File: config.mk
export PLATFORM = sky130hd
export DESIGN_NAME = uart_transmitter
export DESIGN_NICKNAME = d
export VERILOG_FILES = /design/src/rtl/uart_pkg.sv /design/src/rtl/uart_transmitter.sv
export SDC_FILE = /design/constraint.sdc
export NUM_CORES = 1
export LEC_CHECK = 0
export BUFFER_PORTS_ARGS = -buffer_cell sky130_fd_sc_hd__buf_4
export CORE_MARGIN = 2
export CORE_UTILIZATION = 35
export CTS_BUF_LIST = sky130_fd_sc_hd__clkbuf_2 sky130_fd_sc_hd__clkbuf_4 sky130_fd_sc_hd__clkbuf_8
export DETAILED_ROUTE_END_ITERATION = 8
export GPL_ROUTABILITY_DRIVEN = 1
export HOLD_SLACK_MARGIN = 0.06
export PLACE_DENSITY_LB_ADDON = 0.1
export SLEW_MARGIN = 20
export SYNTH_ARGS = -nofsm -noshare
export SYNTH_HDL_FRONTEND = slang
export SYNTH_SLANG_ARGS = --single-unit
File: constraint.sdc
create_clock -name sys_clk -period 2.35 [get_ports sys_clk]
set_clock_uncertainty 0.05 [all_clocks]
set_input_delay 0 -clock sys_clk [delete_from_list [all_inputs] [get_ports sys_clk]]
set_output_delay 0 -clock sys_clk [all_outputs]
set_load 0.01 [all_outputs]
File: src/rtl/uart_pkg.sv
// Shared UART definitions: frame FSM states, data width and default oversample rate.
package uart_pkg;

  localparam int unsigned DATA_BITS          = 8;
  localparam int unsigned OVERSAMPLE_DEFAULT = 16;

  typedef enum logic [2:0] {
    ST_IDLE   = 3'd0,
    ST_START  = 3'd1,
    ST_DATA   = 3'd2,
    ST_PARITY = 3'd3,
    ST_STOP   = 3'd4
  } uart_state_e;

  // Even parity makes the total count of ones even; odd parity inverts it.
  function automatic logic parity_of(input logic [DATA_BITS-1:0] data, input logic odd);
    return odd ? ~^data : ^data;
  endfunction

endpackage

File: src/rtl/uart_transmitter.sv
// UART transmitter: start, 8 data bits LSB first, parity, STOP_BITS stop bits.
// A one-entry holding register lets the host queue the next byte mid-frame, so
// frames can run back to back with no idle gap on the line.
module uart_transmitter
  import uart_pkg::*;
#(
  parameter int unsigned OVERSAMPLE = OVERSAMPLE_DEFAULT,
  parameter bit          PARITY_ODD = 1'b0,
  parameter int unsigned STOP_BITS  = 1
) (
  input  logic                 sys_clk,
  input  logic                 reset,
  input  logic                 baud_clk,
  input  logic                 tx_valid,
  input  logic [DATA_BITS-1:0] tx_data,
  output logic                 tx_ready,
  output logic                 tx_out,
  output logic                 busy,
  output logic                 tx_done
);

  localparam int unsigned TICK_W    = $clog2(OVERSAMPLE) + 1;
  localparam int unsigned BIT_CNT_W = $clog2(DATA_BITS);

  localparam logic [TICK_W-1:0]    BIT_LAST  = TICK_W'(OVERSAMPLE - 1);
  localparam logic [TICK_W-1:0]    STOP_LAST = TICK_W'(STOP_BITS * OVERSAMPLE - 1);
  localparam logic [BIT_CNT_W-1:0] DATA_LAST = BIT_CNT_W'(DATA_BITS - 1);

  uart_state_e            state;
  logic [DATA_BITS-1:0]   hold;
  logic                   hold_full;
  logic [DATA_BITS-1:0]   shift_reg;
  logic                   parity_bit;
  logic [TICK_W-1:0]      tick_cnt;
  logic [BIT_CNT_W-1:0]   bit_cnt;

  logic accept_c;
  logic load_c;

  // Host handshake; tx_ready mirrors an empty holding register.
  assign accept_c = tx_valid && tx_ready;

  // Move the held byte into the shifter: from idle, or on the last stop tick.
  assign load_c = baud_clk && hold_full &&
                  ((state == ST_IDLE) || ((state == ST_STOP) && (tick_cnt == STOP_LAST)));

  // Holding register and frame sequencer; the line advances only on baud ticks.
  always_ff @(posedge sys_clk or negedge reset) begin
    if (!reset) begin
      state      <= ST_IDLE;
      hold       <= '0;
      hold_full  <= 1'b0;
      shift_reg  <= '0;
      parity_bit <= 1'b0;
      tick_cnt   <= '0;
      bit_cnt    <= '0;
      tx_ready   <= 1'b1;
      tx_out     <= 1'b1;
      busy       <= 1'b0;
      tx_done    <= 1'b0;
    end else begin
      tx_done <= 1'b0;

      if (accept_c) begin
        hold      <= tx_data;
        hold_full <= 1'b1;
        tx_ready  <= 1'b0;
      end

      if (baud_clk) begin
        unique case (state)
          ST_IDLE: begin
            tx_out <= 1'b1;
          end

          ST_START: begin
            if (tick_cnt == BIT_LAST) begin
              tick_cnt <= '0;
              bit_cnt  <= '0;
              tx_out   <= shift_reg[0];
              state    <= ST_DATA;
            end else begin
              tick_cnt <= tick_cnt + TICK_W'(1);
            end
          end

          ST_DATA: begin
            if (tick_cnt == BIT_LAST) begin
              tick_cnt <= '0;
              if (bit_cnt == DATA_LAST) begin
                tx_out <= parity_bit;
                state  <= ST_PARITY;
              end else begin
                bit_cnt <= bit_cnt + BIT_CNT_W'(1);
                tx_out  <= shift_reg[bit_cnt + BIT_CNT_W'(1)];
              end
            end else begin
              tick_cnt <= tick_cnt + TICK_W'(1);
            end
          end

          ST_PARITY: begin
            if (tick_cnt == BIT_LAST) begin
              tick_cnt <= '0;
              tx_out   <= 1'b1;
              state    <= ST_STOP;
            end else begin
              tick_cnt <= tick_cnt + TICK_W'(1);
            end
          end

          ST_STOP: begin
            if (tick_cnt == STOP_LAST) begin
              tick_cnt <= '0;
              tx_done  <= 1'b1;
              busy     <= 1'b0;
              state    <= ST_IDLE;
            end else begin
              tick_cnt <= tick_cnt + TICK_W'(1);
            end
          end

          default: begin
            state  <= ST_IDLE;
            tx_out <= 1'b1;
            busy   <= 1'b0;
          end
        endcase
      end

      // A load overrides the idle/stop decisions above and starts a new frame.
      if (load_c) begin
        shift_reg  <= hold;
        parity_bit <= parity_of(hold, PARITY_ODD);
        hold_full  <= 1'b0;
        tx_ready   <= 1'b1;
        tx_out     <= 1'b0;
        busy       <= 1'b1;
        tick_cnt   <= '0;
        state      <= ST_START;
      end
    end
  end

endmodule
==> flow_metrics.env, run 1 <==
export IMPL_status="finished clean"
export IMPL_gr_usage_met2_pct=21.52
export IMPL_drt_iter0_markers=101
export IMPL_start_kind="flip-flop"
export IMPL_hpwlAfterDp_um=2343
export IMPL_die_y_um=73.06
export IMPL_synth_enable_flop_cells=0
export IMPL_grt_max_degree=34
export IMPL_viasPerCell=5.205
export IMPL_layout_drive_gt1_share_pct=29.41
export IMPL_cts_made_buffers=5
export IMPL_cts_tree="done"
export IMPL_die_w_um=73.06
export IMPL_die_area_sq_um=5337
export IMPL_start_util_pct=35.81
export IMPL_cts_num_sinks=33
export IMPL_multiInputGateArea_sq_um=790.8
export IMPL_reg2reg_setup_slack_ps=380
export IMPL_syn_avg_cell_area_sq_um=12.09
export IMPL_ys_seq_elements=33
export IMPL_yosys_warnings=0
export IMPL_io_buffers=15
export IMPL_synthCells=138
export IMPL_cp_required_ps=2460
export IMPL_slew_headroom_pct=60.37
export IMPL_leakagePower_nw=0.9503
export IMPL_holdWs_ps=139.9
export IMPL_cts_root_buf="clkbuf_8"
export IMPL_setup_violations=0
export IMPL_cts_htree_levels=2
export IMPL_path_class="flip-flop to flip-flop"
export IMPL_fillerInstances=443
export IMPL_gp_congestion=0.7976
export IMPL_post_cts_buffers=0
export IMPL_nets=184
export IMPL_crit_fanout=11
export IMPL_place_area_sq_um=1833
export IMPL_grt_usage_pct=14.56
export IMPL_synth_seq_area_share_pct=49.63
export IMPL_fin_area_sq_um=2044
export IMPL_power_mw=1.443
export IMPL_yosys_most_used_dff="dfrtp_1"
export IMPL_overflow=0
export IMPL_io_pins=16
export IMPL_max_cap_violations=0
export IMPL_syn_to_final_growth_pct=22.49
export IMPL_worst_slew_pin_slew_ps=594.4
export IMPL_wl_per_cell_um=14.63
export IMPL_slew_violations=0
export IMPL_syn_nets=153
export IMPL_synth_area_sq_um=1669
export IMPL_drc_errors=0
export IMPL_ys_types=47
export IMPL_crit_start="tick_cnt[0]"
export IMPL_clock_fmax_mhz=507.7
export IMPL_insertion_delay_ps=280
export IMPL_core_area_sq_um=4661
export IMPL_n_antenna_cell=0
export IMPL_power_density_nw_per_um2=705.8
export IMPL_grtUsageMet1_pct=20.19
export IMPL_synthArstFlopShare_pct=100.0
export IMPL_setup_tns_ps=0
export IMPL_regArea_sq_um=828.3
export IMPL_rr_startpoint="tick_cnt[0]"
export IMPL_cts_clk_slew_worst_paths_ps=70
export IMPL_rows=25
export IMPL_grt_pass1_wl_um=5906
export IMPL_crit_arrival_ps=2080
export IMPL_post_route_period_util_pct=83.82
export IMPL_firstDrtPassIters=4
export IMPL_ctsResizeCount=0
export IMPL_vias=1166
export IMPL_top_usage_layer="met2"
export IMPL_grt_pass1_vias=1207
export IMPL_hold_buffers=11
export IMPL_ant_nets=0
export IMPL_critPathCaptureType="flip-flop"
export IMPL_report_final_hold_viol_count=0
export IMPL_wirelength_um=3276
export IMPL_cts_buffer_depth=2
export IMPL_peakVddDrop_v=0.0003002
export IMPL_fin_crit_ps=1970
export IMPL_gr_usage_met3_pct=4.144
export IMPL_min_path_type="input pin to asynchronous set/reset pin"
export IMPL_antenna_found_initial=0
export IMPL_rsz0062_at_grt="no"
-- stage by stage --
step	cells	setup WS, ps	utilization (%)
floorplan	138	609.8	-
global placement	205	500.1	39.33
detailed placement	205	378.8	39.33
CTS	224	372.3	43.87
global route	224	250.4	43.87
finish	224	380.3	43.87
-- cell usage in the layout (no fill, tap or decap), drive strengths merged, types with 3 or more instances in the layout --
cell type    synthesis  routed
nor2                 6       6
inv                  5       5
ha                   3       3
buf                  3      17
xnor2                7       7
mux2                16      16
a21o                 3       3
nor2b                4       4
dlygate4sd3          0      11
o21ai                5       5
dfrtp               31      31
a21oi                4       4
nand2               12      12
clkbuf               1       7
-- report_power, final --
part / switching, mW / total (mW) / internal (mW)
Clock: 0.204 / 0.468 / 0.265
Sequential: 0.0723 / 0.700 / 0.628
Combinational: 0.116 / 0.274 / 0.158
Total: 0.392 / 1.44 / 1.05
-- path summary, 6_finish.rpt --
check | endpoint | cells after the start
min in group sys_clk | bit_cnt[2] | 2
worst min-delay path | bit_cnt[2] | 2
worst min register to register | bit_cnt[2] | 2
max in group asynchronous | tx_ready | 2
worst max-delay path | shift_reg[1] | 4
worst max register to register | shift_reg[1] | 4
-- layer usage --
metal	wire length (um)	vias to the layer above
met1	1655	571
li1	-	568
met4	45	0
met2	1464	22
met5	0	-
met3	110	5
-- logic make-up after synthesis --
logic type      after synthesis  synth area share (%)
simple gates                 37                 13.57
compound gates               30                 13.79
fa+ha+maj                     3                 2.249
buf+inv                       9                 2.998
mux                          19                 14.09
xor+xnor                      7                 3.673
flops                        33                 49.62
-- cell usage after synthesis (2+ instances only) --
master,number,area [sq um]
o21bai_1,2,15.01
ha_1,3,37.54
a21oi_1,3,15.01
buf_6,2,22.52
o41ai_1,2,17.52
dfrtp_1,31,775.7
mux4_2,2,45.04
a22o_1,2,17.52
and3_1,2,12.51
xnor2_1,7,61.31
nor2b_1,4,25.02
nand3_1,2,10.01
a21o_1,3,22.52
dfstp_2,2,52.55
nand2_1,12,45.04
mux2_2,16,180.2
inv_1,5,18.77
o21ai_0,5,25.02
nor2_1,5,18.77
-- final cells by class --
type | count | area share [%]
tap | 54 | 3.305
clock inverter | 1 | 0.2448
multi-input combinational | 96 | 38.68
clock buffer | 7 | 4.712
timing repair buffer | 28 | 11.63
inverter | 5 | 0.9180
sequential | 33 | 40.51
-- critical path, stage by stage, from the launching register on --
cell and delay (ps):
dfrtp_1 370, ha_1 230, nand4b_1 240, a21oi_2 560, mux2_2 400
Note: power is estimated with default switching activity, not from simulation.
==> inputs of run 2 (changes only) <==
ABC_AREA = 1   (was unset)
clock period = 1.6 ns   (was 2.35 ns; I/O delays follow)
==> flow_metrics.env, run 2 <==
export IMPL_status="finished clean"
export IMPL_critPathCaptureType="flip-flop"
export IMPL_start_kind="flip-flop"
export IMPL_io_pins=16
export IMPL_cts_tree="done"
export IMPL_synth_seq_area_share_pct=48.18
export IMPL_seqPwrFrac_pct=37.9
export IMPL_synth_top_area_share_pct=45.12
export IMPL_slew_violations=0
export IMPL_yosys_warnings=0
export IMPL_syn_avg_cell_area_sq_um=8.469
export IMPL_cts_clk_slew_worst_paths_ps=70
export IMPL_synth_area_sq_um=1719
export IMPL_fin_area_sq_um=2260
export IMPL_clock_fmax_mhz=658.8
export IMPL_p_sw_share_pct=37.11
export IMPL_hpwlAfterDp_um=2361
export IMPL_wirelength_um=3466
export IMPL_p_comb_share_pct=41.0
export IMPL_insertion_delay_ps=280
export IMPL_firstDrtPassIters=4
export IMPL_setup_violations=0
export IMPL_report_final_hold_viol_count=0
export IMPL_cts_made_buffers=5
export IMPL_yosysMostFrequentCell="nand2_1"
export IMPL_cts_num_sinks=33
export IMPL_slew_headroom_pct=70.96
export IMPL_mostFrequentLayoutCell="nand2_1"
export IMPL_antenna_found_initial=0
export IMPL_fillerInstances=458
export IMPL_grt_pass1_wl_um=5837
export IMPL_die_w_um=74.09
export IMPL_cts_htree_levels=2
export IMPL_fin_crit_ps=1518
export IMPL_drt_iter0_markers=101
export IMPL_grt_pass1_vias=1362
export IMPL_rows=25
export IMPL_overflow=0
export IMPL_synth_enable_flop_cells=0
export IMPL_worst_slew_pin_slew_ps=431.1
export IMPL_vias=1414
export IMPL_power_density_nw_per_um2=1730
export IMPL_cts_root_buf="clkbuf_8"
export IMPL_max_cap_violations=0
export IMPL_core_area_sq_um=4723
export IMPL_p_int_mw=2.458
export IMPL_nets=258
export IMPL_io_buffers=15
export IMPL_cpMostUsedCell="buf_6"
export IMPL_min_path_type="input pin to asynchronous set/reset pin"
export IMPL_synthCells=203
export IMPL_ys_types=27
export IMPL_start_util_pct=36.40
export IMPL_slowest_stage="dfrtp_1"
export IMPL_crit_fanout=5
export IMPL_max_stage_delay_ps=420
export IMPL_cts_buffer_depth=2
export IMPL_synthArstFlopShare_pct=100.0
export IMPL_gp_congestion=0.8022
export IMPL_layout_common_cells="nand2_1 (50), dfrtp_1 (30), inv_1 (26)"
export IMPL_yosys_top_cells_count="nand2_1 (52), dfrtp_1 (31), inv_1 (26)"
export IMPL_leakagePower_nw=1.071
export IMPL_post_route_util_pct=47.84
export IMPL_n_antenna_cell=0
export IMPL_ant_nets=0
export IMPL_die_y_um=74.09
export IMPL_power_share_clock_pct=21.1
export IMPL_post_route_period_util_pct=94.86
export IMPL_peakVddDrop_v=0.0007484
export IMPL_cp_required_ps=1750
export IMPL_wl_per_cell_um=11.14
export IMPL_drc_errors=0
export IMPL_syn_to_final_growth_pct=31.44
export IMPL_synth_area_top_cells="dfrtp_1 (45%), nand2_1 (11%), inv_1 (5.7%)"
export IMPL_path_class="flip-flop to flip-flop"
export IMPL_crit_arrival_ps=1670
export IMPL_crit_chain="ha_4, nand3_4, nor2_4, buf_6, o21ai_4, buf_6, nand4_1, o21ai_1"
export IMPL_layout_drive_gt1_share_pct=23.36
export IMPL_power_mw=3.908
export IMPL_yosys_most_used_dff="dfrtp_1"
export IMPL_syn_nets=218
export IMPL_grt_max_degree=34
export IMPL_switchingPower_mw=1.450
export IMPL_yosysTopAreaCell="dfrtp_1"
export IMPL_place_area_sq_um=1927
export IMPL_die_area_sq_um=5489
export IMPL_viasPerCell=4.547
export IMPL_ys_seq_elements=33
export IMPL_grt_usage_pct=13.93
==> run 2: critical path, delay by kind of cell, from the launching register on <==
family,cells,cell delay [ps]
buf+inv,2,270
compound gates,2,280
fa+ha+maj,1,190
flops,1,420
simple gates,3,230
==> run 2: per-layer routing <==
metal  global-route usage [%]  part of all wire [%]  vias up
met1                    16.75                    48      657
met2                    23.81                    49       26
met4                    4.646                  0.66        0
met5                        0                     0        -
met3                    4.201                   2.9        2
li1                         -                     -      729
==> run 2: per-stage QoR <==
| stage | hold WS [ps] | setup WS [ps] | TNS (ps) | cells |
|---|---|---|---|---|
| 2_1_floorplan | -345.6 | 160.8 | 0 | 203 |
| 3_3_place_gp | -71.16 | 62.50 | 0 | 285 |
| 3_5_place_dp | -68.07 | 20.37 | 0 | 285 |
| 4_1_cts | 173.1 | 3.950 | 0 | 304 |
| 5_1_grt | 192.5 | -5.724 | -15.56 | 311 |
| 6_report | 154.6 | 82.19 | 0 | 311 |
==> run 2: power groups by stage <==
stage,clock (mW),combinational (mW),sequential (mW)
after floorplan,0,1.15,1.44
after global placement,0,1.48,1.48
after detailed placement,0,1.49,1.48
after CTS,0.845,1.52,1.47
after global routing,0.881,1.86,1.54
final,0.825,1.60,1.48
==> run 2: path summary, 6_finish.rpt <==
| check | start | to | slack (ps) | depth (start not counted) |
|---|---|---|---|---|
| min reg2reg | tx_out | tx_out | 420 | 2 |
| max | tick_cnt[0] | tick_cnt[3] | 80 | 8 |
| min | reset | bit_cnt[2] | 150 | 2 |
| max in group asynchronous | reset | tx_ready | 1010 | 2 |
| min in group sys_clk | tx_valid | tx_ready | 380 | 3 |
| max reg2reg | tick_cnt[0] | tick_cnt[3] | 80 | 8 |
==> run 2: kinds of logic after synthesis <==
| group | after synthesis | synth area share, % |
|---|---|---|
| xor gates and xnor gates | 9 | 4.585 |
| adders and majority gates | 3 | 2.184 |
| buffers and inverters | 31 | 7.496 |
| AOI/OAI and AO/OA | 28 | 9.243 |
| DFF | 33 | 48.18 |
| muxes | 6 | 3.930 |
| and+or+nand+nor | 93 | 24.38 |
==> run 2: layout make-up <==
cell class	instances	area, sq um	area share [%]
multi-input cells	139	805.8	35.66
flip-flops and latches	33	829.5	36.71
inverters	28	105.1	4.651
well taps	67	83.83	3.710
clock inverters	1	30.03	1.329
repair buffers	36	315.3	13.95
clock buffers	7	90.09	3.987
==> run 2: timing repair <==
item,CTS,global route
endpoints found under the hold margin,46,0
hold buffers,11,0
buffers inserted,0,6
endpoints found under the setup margin,0,10
resized for setup,0,12
